===== config.mk =====
export PLATFORM = sky130hd
export DESIGN_NAME = tt_um_serial_adder_christ
export DESIGN_NICKNAME = d
export VERILOG_FILES = /design/src/rtl/serial_adder_pkg.sv /design/src/rtl/serial_fa_cell.sv /design/src/rtl/tt_um_serial_adder_christ.sv
export SDC_FILE = /design/constraint.sdc
export NUM_CORES = 1
export LEC_CHECK = 0
export BUFFER_PORTS_ARGS = -buffer_cell sky130_fd_sc_hd__buf_2
export CORE_ASPECT_RATIO = 0.5
export CORE_MARGIN = 1
export CORE_UTILIZATION = 34
export DETAILED_ROUTE_END_ITERATION = 12
export PLACE_DENSITY = 0.62
export SYNTH_ARGS = -nofsm -noshare
export SYNTH_HDL_FRONTEND = slang
export SYNTH_SLANG_ARGS = --single-unit

===== constraint.sdc =====
create_clock -name clk -period 2.31 [get_ports clk]
set_input_delay 0.462 -clock clk [delete_from_list [all_inputs] [get_ports clk]]
set_output_delay 0.462 -clock clk [all_outputs]
set_load 0.1 [all_outputs]

===== src/rtl/serial_adder_pkg.sv =====
// Shared types, pin indices and helpers for the bit-serial adder/subtractor tile.
package serial_adder_pkg;

   typedef enum logic [1:0] {
      IDLE = 2'd0,
      RUN  = 2'd1,
      DONE = 2'd2
   } state_e;

   localparam int UI_A_BIT     = 32'sd0;
   localparam int UI_B_BIT     = 32'sd1;
   localparam int UI_BIT_VALID = 32'sd2;
   localparam int UI_START     = 32'sd3;
   localparam int UI_MODE      = 32'sd4;
   localparam int UI_RD_NEXT   = 32'sd5;

   localparam int UO_SUM       = 32'sd0;
   localparam int UO_CARRY     = 32'sd1;
   localparam int UO_BUSY      = 32'sd2;
   localparam int UO_DONE      = 32'sd3;
   localparam int UO_OVERFLOW  = 32'sd4;

   function automatic bit width_ok(input int w);
      return (w >= 32'sd8) && (w <= 32'sd64) && ((w % 32'sd8) == 32'sd0);
   endfunction

   function automatic logic maj3(input logic x, input logic y, input logic z);
      return (x & y) | (x & z) | (y & z);
   endfunction

endpackage


===== src/rtl/serial_fa_cell.sv =====
// One registered full-adder stage: sum and carry registers plus the carry that fed the last bit.
module serial_fa_cell
   import serial_adder_pkg::*;
(
   input  logic clk,
   input  logic rst_n,
   input  logic a,
   input  logic b,
   input  logic load,
   input  logic load_val,
   input  logic en,
   output logic s_q,
   output logic c_q,
   output logic c_in_prev
);

   // Sum/carry state; load seeds the carry (1 gives the +1 of two's-complement subtract).
   always_ff @(posedge clk or negedge rst_n) begin
      if (!rst_n) begin
         s_q       <= 1'b0;
         c_q       <= 1'b0;
         c_in_prev <= 1'b0;
      end else if (load) begin
         s_q       <= 1'b0;
         c_q       <= load_val;
         c_in_prev <= 1'b0;
      end else if (en) begin
         s_q       <= a ^ b ^ c_q;
         c_q       <= maj3(a, b, c_q);
         c_in_prev <= c_q;
      end
   end

endmodule


===== src/rtl/tt_um_serial_adder_christ.sv =====
// Bit-serial adder/subtractor tile: LSB-first operand bits in, byte-wise result readback out.
module tt_um_serial_adder_christ
   import serial_adder_pkg::*;
#(
   parameter int WIDTH = 16
) (
   input  logic [7:0] ui_in,
   output logic [7:0] uo_out,
   input  logic [7:0] uio_in,
   output logic [7:0] uio_out,
   output logic [7:0] uio_oe,
   input  logic       ena,
   input  logic       clk,
   input  logic       rst_n
);

   localparam int CW = $clog2(WIDTH);
   localparam int NB = WIDTH / 8;
   localparam int BW = (NB > 1) ? $clog2(NB) : 1;
   localparam logic [CW-1:0] CNT_LAST = CW'(WIDTH - 1);
   localparam logic [BW-1:0] SEL_LAST = BW'(NB - 1);

   generate
      if (!width_ok(WIDTH)) begin : g_bad_width
         $error("tt_um_serial_adder_christ: WIDTH must be a multiple of 8 in 8..64");
      end
   endgenerate

   state_e           state_r;
   logic             mode_r;
   logic [CW-1:0]    cnt_r;
   logic [WIDTH-1:0] result_r;
   logic [BW-1:0]    byte_sel_r;

   logic a_bit_s, b_bit_s, bit_valid_s, start_s, mode_s, rd_next_s;
   logic b_eff_s, sum_s, bit_en_s;
   logic s_q_s, c_q_s, c_in_prev_s;
   logic busy_s, done_s, overflow_s;
   logic [7:0] rd_byte_s;
   logic unused_s;

   assign a_bit_s     = ui_in[UI_A_BIT];
   assign b_bit_s     = ui_in[UI_B_BIT];
   assign bit_valid_s = ui_in[UI_BIT_VALID];
   assign start_s     = ui_in[UI_START];
   assign mode_s      = ui_in[UI_MODE];
   assign rd_next_s   = ui_in[UI_RD_NEXT];
   assign unused_s    = &{1'b0, ena, uio_in, ui_in[7:6]};

   // start has priority, so a bit strobed in the same cycle never reaches the adder
   assign b_eff_s  = b_bit_s ^ mode_r;
   assign sum_s    = a_bit_s ^ b_eff_s ^ c_q_s;
   assign bit_en_s = (state_r == RUN) && bit_valid_s && !start_s;

   serial_fa_cell u_fa (
      .clk       (clk),
      .rst_n     (rst_n),
      .a         (a_bit_s),
      .b         (b_eff_s),
      .load      (start_s),
      .load_val  (mode_s),
      .en        (bit_en_s),
      .s_q       (s_q_s),
      .c_q       (c_q_s),
      .c_in_prev (c_in_prev_s)
   );

   // Sequencing FSM, bit counter, result shift register and readback byte pointer.
   always_ff @(posedge clk or negedge rst_n) begin
      if (!rst_n) begin
         state_r    <= IDLE;
         mode_r     <= 1'b0;
         cnt_r      <= {CW{1'b0}};
         result_r   <= {WIDTH{1'b0}};
         byte_sel_r <= {BW{1'b0}};
      end else if (start_s) begin
         state_r    <= RUN;
         mode_r     <= mode_s;
         cnt_r      <= {CW{1'b0}};
         result_r   <= {WIDTH{1'b0}};
         byte_sel_r <= {BW{1'b0}};
      end else begin
         case (state_r)
            IDLE: begin
               state_r <= IDLE;
            end
            RUN: begin
               if (bit_valid_s) begin
                  result_r <= {sum_s, result_r[WIDTH-1:1]};
                  cnt_r    <= cnt_r + CW'(1);
                  if (cnt_r == CNT_LAST) begin
                     state_r <= DONE;
                  end
               end
            end
            DONE: begin
               if (rd_next_s) begin
                  byte_sel_r <= (byte_sel_r == SEL_LAST) ? {BW{1'b0}} : byte_sel_r + BW'(1);
               end
            end
            default: begin
               state_r <= IDLE;
            end
         endcase
      end
   end

   // Readback byte selection.
   always_comb begin
      rd_byte_s = 8'h00;
      for (int i = 0; i < NB; i++) begin
         rd_byte_s = (byte_sel_r == BW'(i)) ? result_r[8*i +: 8] : rd_byte_s;
      end
   end

   assign busy_s = (state_r == RUN);
   assign done_s = (state_r == DONE);
   // The cell stops after the MSB, so its carry pair still describes the MSB while in DONE.
   assign overflow_s = done_s & (c_in_prev_s ^ c_q_s);

   assign uo_out[UO_SUM]      = s_q_s;
   assign uo_out[UO_CARRY]    = c_q_s;
   assign uo_out[UO_BUSY]     = busy_s;
   assign uo_out[UO_DONE]     = done_s;
   assign uo_out[UO_OVERFLOW] = overflow_s;
   assign uo_out[7:5]         = 3'b000;
   assign uio_out             = done_s ? rd_byte_s : 8'h00;
   assign uio_oe              = 8'hFF;

endmodule


; Word level (Yosys, flattened, before mapping)
; Index checks and enable logic that the tools add are counted.
[word_totals]
register_bits = 27
inputBits = 19
[op_classes]
mux = 22
n_addsub = 2
n_bitwise = 10
eq_ne = 6
reduce_logical = 11
[op_table]
columns = operator, count
row1 = $mux W16, 3
row2 = $mux W8, 2
row3 = $mux W4, 3
row4 = $mux W1, 10
row5 = $reduce_bool A2 Y1, 5
row6 = $mux W2, 3
row7 = $add A4 B1 Y4 const B, 1
row8 = $and A1 B1 Y1, 4
row9 = $eq A4 B4 Y1 const B, 1
row10 = $pmux W2 S2, 1
row11 = $reduce_and A2 Y1, 2
row12 = $xor A1 B1 Y1, 4
row13 = $ne A3 B2 Y1 const B, 1
row14 = $ne A3 B3 Y1 const B, 1
row15 = $reduce_and A3 Y1, 1
row16 = $eq A2 B1 Y1 const B, 1
row17 = $eq A2 B2 Y1 const B, 1
row18 = $logic_and A1 B1 Y1, 2
row19 = $ne A2 B2 Y1 const B, 1
row20 = $or A1 B1 Y1, 2
row21 = $add A1 B1 Y1 const B, 1
row22 = $logic_not A1 Y1, 1

; Logic depth before layout (Yosys ltp)
[logic_depth]
ltp_word = 6
mapped_depth = 4

; By module
; A second synthesis with hierarchy kept.
[unflattened]
hier_cells = 158
hier_area_um2 = 1455.1
[by_module_without_submodules]
columns = module, area_each_um2, seq_area_each_um2, cells_each, instances
row1 = tt_um_serial_adder_christ, 1313.8, 600.6, 147, 1
row2 = serial_fa_cell, 141.4, 75.1, 11, 1

; Worst setup path after synthesis
; No wires, ideal clock.
[synth_path]
path_kind = flip-flop to output port
from = register state_r[0]
to = output uio_out[0]
path_stages_with_launch = 4
required_time_ns = 1.848
t_arrival_ns = 2.009
slack_ns = -0.161
n_path_buf = 1
path_cell_list = dfrtp_1 nand2b_1 buf_2 nor2_1
[synth_via]
elab_chain_len = 2
[synth_lines]
columns = item, line_no
row1 = start: declaration, tt_um_serial_adder_christ.sv:29  ; state_e state_r;
row2 = start signal: assignment, tt_um_serial_adder_christ.sv:71  ; state_r <= IDLE;
row3 = start signal: assignment, tt_um_serial_adder_christ.sv:77  ; state_r <= RUN;
row4 = start signal: assignment, tt_um_serial_adder_christ.sv:85  ; state_r <= IDLE;
row5 = $eq A2 B2 Y1, tt_um_serial_adder_christ.sv:117  ; assign done_s = (state_r == DONE);
row6 = $mux W8, tt_um_serial_adder_christ.sv:127  ; assign uio_out = done_s ? rd_byte_s : 8'h00;
row7 = end: declaration, tt_um_serial_adder_christ.sv:10  ; output logic [7:0] uio_out,
; No other way between the ends.

; Worst setup path in the final report
[layout_path]
from = register state_r[0]
to = output uio_out[7]
; Same word-level chain as after synthesis.

==> impl_metrics.env <==
export IMPL_ys_seq_area_share_pct=47.5
export IMPL_final_cell_area_um2=1510
export IMPL_synth_mux_area_fraction_pct=6.41
export IMPL_start_util_pct=35.9
export IMPL_setup_violations=0
export IMPL_die_area_um2=4470
export IMPL_synth_compound_area_share_pct=9.67
export IMPL_area_growth_pct=6.24
export IMPL_crit_slowest_cell="dfrtp_1"
export IMPL_holdBufCountCts=0
export IMPL_finClkSkew_ns=0.00326
export IMPL_netlist_area_leader_share_pct=47.5
export IMPL_wl_um=2470
export IMPL_synth_simple_gate_area_share_pct=19.1
export IMPL_p_per_area_nw_per_um2=625
export IMPL_synth_top_flop_cell="dfrtp_1"
export IMPL_synth_area_um2=1420
export IMPL_placedInstanceArea_um2=1470
export IMPL_synthTopCellsByArea="dfrtp_1 47%, nand2_1 10%, buf_4 9.0%"
export IMPL_avgSynthCellArea_um2=9.01
export IMPL_stdcell_count=221
export IMPL_synth_area_leader_cell="dfrtp_1"
export IMPL_die_w_um=93.5
export IMPL_layout_min_cycle_time_ns=2.18
export IMPL_clk_latency_ns=0.27
export IMPL_antenna_found_initial=0
export IMPL_worst_setup_path_type="reg2out"
export IMPL_detail_route_antenna_nets=0
export IMPL_grt_pass1_wl_um=3830
export IMPL_dp_final_hpwl_um=1610
export IMPL_crit_chain="nand2b_1 -> nor2_1 -> buf_2"
export IMPL_outcome="completed"
export IMPL_slew_violations=0
export IMPL_dp_cells=217
export IMPL_cp_data_required_time_ns=1.85
export IMPL_endpoint_kind="primary output"
export IMPL_clockBufferDepth=2
export IMPL_power_leakage_uw=0.000655
export IMPL_grt_overflow_total=0
export IMPL_max_stage_delay_ns=0.44
export IMPL_grt_max_degree=29
export IMPL_ctsResizeCount=0
export IMPL_synth_top_family_by_area="simple AND/OR/NAND/NOR gates"
export IMPL_yosys_warnings=0
export IMPL_path_clk_slew_ns=0.09
export IMPL_grt_setup_unrepaired="false"
export IMPL_grtUsageTotal_pct=11.4
export IMPL_peakVddDrop_v=0.000264
export IMPL_core_area_um2=3960
export IMPL_drive_gt1_share_pct=15.6
export IMPL_h_tree_depth=1
export IMPL_worst_slew_pin_slew_ns=0.596
export IMPL_first_global_vias=859
export IMPL_crit_fanout=11
export IMPL_cts_tree="done"
export IMPL_hold_violations=0
export IMPL_drt_iter0_drc=37
export IMPL_worstPathArrival_ns=1.72
export IMPL_hold_ws_ns=0.186
export IMPL_wire_per_inst_um=11.2
export IMPL_maxCapViolCount=0
export IMPL_antennaDiodeCount=0
export IMPL_nNetsFinal=189
export IMPL_dr_pass1_iters=4
export IMPL_hold_class="in2async"
export IMPL_routed_via_density=4.56
export IMPL_synth_seq_cells=27
export IMPL_dieHeight_um=47.8
export IMPL_port_buffers=20
export IMPL_fp_row_count=16
export IMPL_synth_distinct_cells=27
export IMPL_worstSetupStartpointType="flop"
export IMPL_fillCellCount=408
export IMPL_fmax_mhz=459
export IMPL_cts_num_sinks=27
export IMPL_ys_async_sr_fraction_pct=100
export IMPL_remaining_drc_errors=0
export IMPL_syn_inst=158
export IMPL_utilization_pct=38.2
export IMPL_post_cts_setup_buffer_count=0
export IMPL_post_route_period_util_pct=94.3
export IMPL_design_portCount=43
export IMPL_vias=1008
export IMPL_gp_congestion=0.660
export IMPL_synthXorXnorAreaFrac_pct=2.46
export IMPL_synth_edf_count=0
export IMPL_max_slew_margin_pct=60.3
export IMPL_synthAdderAreaFrac_pct=2.28
export IMPL_cts_root_buffer="clkbuf_8"
export IMPL_cts_buffers_inserted=3
-- logic make-up (layout without fill, tap and decap cells) --
| kind of cell | after synthesis | after routing |
|---|---|---|
| AOI/OAI and AO/OA | 27 | 27 |
| xor gates and xnor gates | 4 | 4 |
| other | 2 | 11 |
| buffers and inverters | 27 | 27 |
| muxes | 9 | 9 |
| and+or+nand+nor | 60 | 60 |
| adders and majority gates | 2 | 2 |
| DFF | 27 | 27 |
-- flip-flops by register name (all words and copies together) (netlist names) --
name and cells:
result_r 16, cnt_r 4, state_r 2, byte_sel_r 1
mode_r 1, u_fa.c_in_prev 1, u_fa.c_q 1, u_fa.s_q 1
-- path summary, 6_finish.rpt --
check / startpoint / end / slack (ns) / cells past startpoint
max: state_r[0] / uio_out[7] / 0.13 / 3
min: rst_n / result_r[10] / 0.19 / 1
max reg2reg: state_r[1] / result_r[11] / 0.83 / 4
min reg2reg: mode_r / mode_r / 0.54 / 1
max in group asynchronous: rst_n / result_r[8] / 1.73 / 1
min in group clk: ui_in[4] / mode_r / 0.44 / 2
-- worst max-delay path, delay by kind of cell, from the launching register on --
family,cells,cell delay (ns)
flops,1,0.44
buf+inv,1,0.44
simple gates,2,0.57
-- power by group --
group | internal [uW] | switching, uW
registers | 487 | 12.8
logic | 27.4 | 156
clock network | 123 | 139
-- cells in the mapped netlist, types with 2 or more instances --
cell type,number
mux2i_1,8
buf_4,17
dfrtp_1,27
a21oi_1,24
conb_1,2
buf_2,6
xnor2_1,2
inv_1,2
or3_1,2
nor2b_1,2
o21ai_0,2
nor2_1,11
xor2_1,2
nand2_1,38
-- per-stage QoR --
step / TNS [ns] / setup WS [ns] / power [uW]
2_1_floorplan: -1.29 / -0.161 / 683
3_3_place_gp: 0 / 0.392 / 691
3_5_place_dp: 0 / 0.408 / 694
4_1_cts: 0 / 0.0967 / 960
5_1_grt: 0 / 0.0190 / 987
6_report: 0 / 0.132 / 945
-- routing by layer --
layer | routed length, um | global-route usage [%]
met2 | 1160 | 20.0
met3 | 132 | 4.29
met5 | 0 | 0
met1 | 1170 | 13.9
met4 | 9 | 2.77
-- final cells by class --
| class | count | area (um2) | share of cell area [%] |
|---|---|---|---|
| multi-input cells | 113 | 609 | 40.3 |
| repair buffers | 21 | 108 | 7.11 |
| well taps | 54 | 67.6 | 4.47 |
| clock buffers | 4 | 45.0 | 2.98 |
| flip-flops and latches | 27 | 676 | 44.7 |
| inverters | 2 | 7.51 | 0.496 |
-- cells in the final DEF, fill, tap and decap left out, drive strengths merged --
| cell | instances |
|---|---|
| o21ai | 2 |
| nand4 | 1 |
| nand2 | 38 |
| ha | 1 |
| or3b | 1 |
| clkbuf | 4 |
| dfrtp | 27 |
| nand2b | 1 |
| xnor2 | 2 |
| nand3b | 2 |
| buf | 21 |
| nand3 | 1 |
| xor2 | 2 |
| conb | 11 |
| mux2i | 8 |
| or3 | 2 |
| and3b | 1 |
| a21oi | 24 |
| mux2 | 1 |
| inv | 2 |
| fa | 1 |
| nor2b | 2 |
| a21o | 1 |
| nor2 | 11 |
No activity file was read; power rests on OpenSTA's default activity.
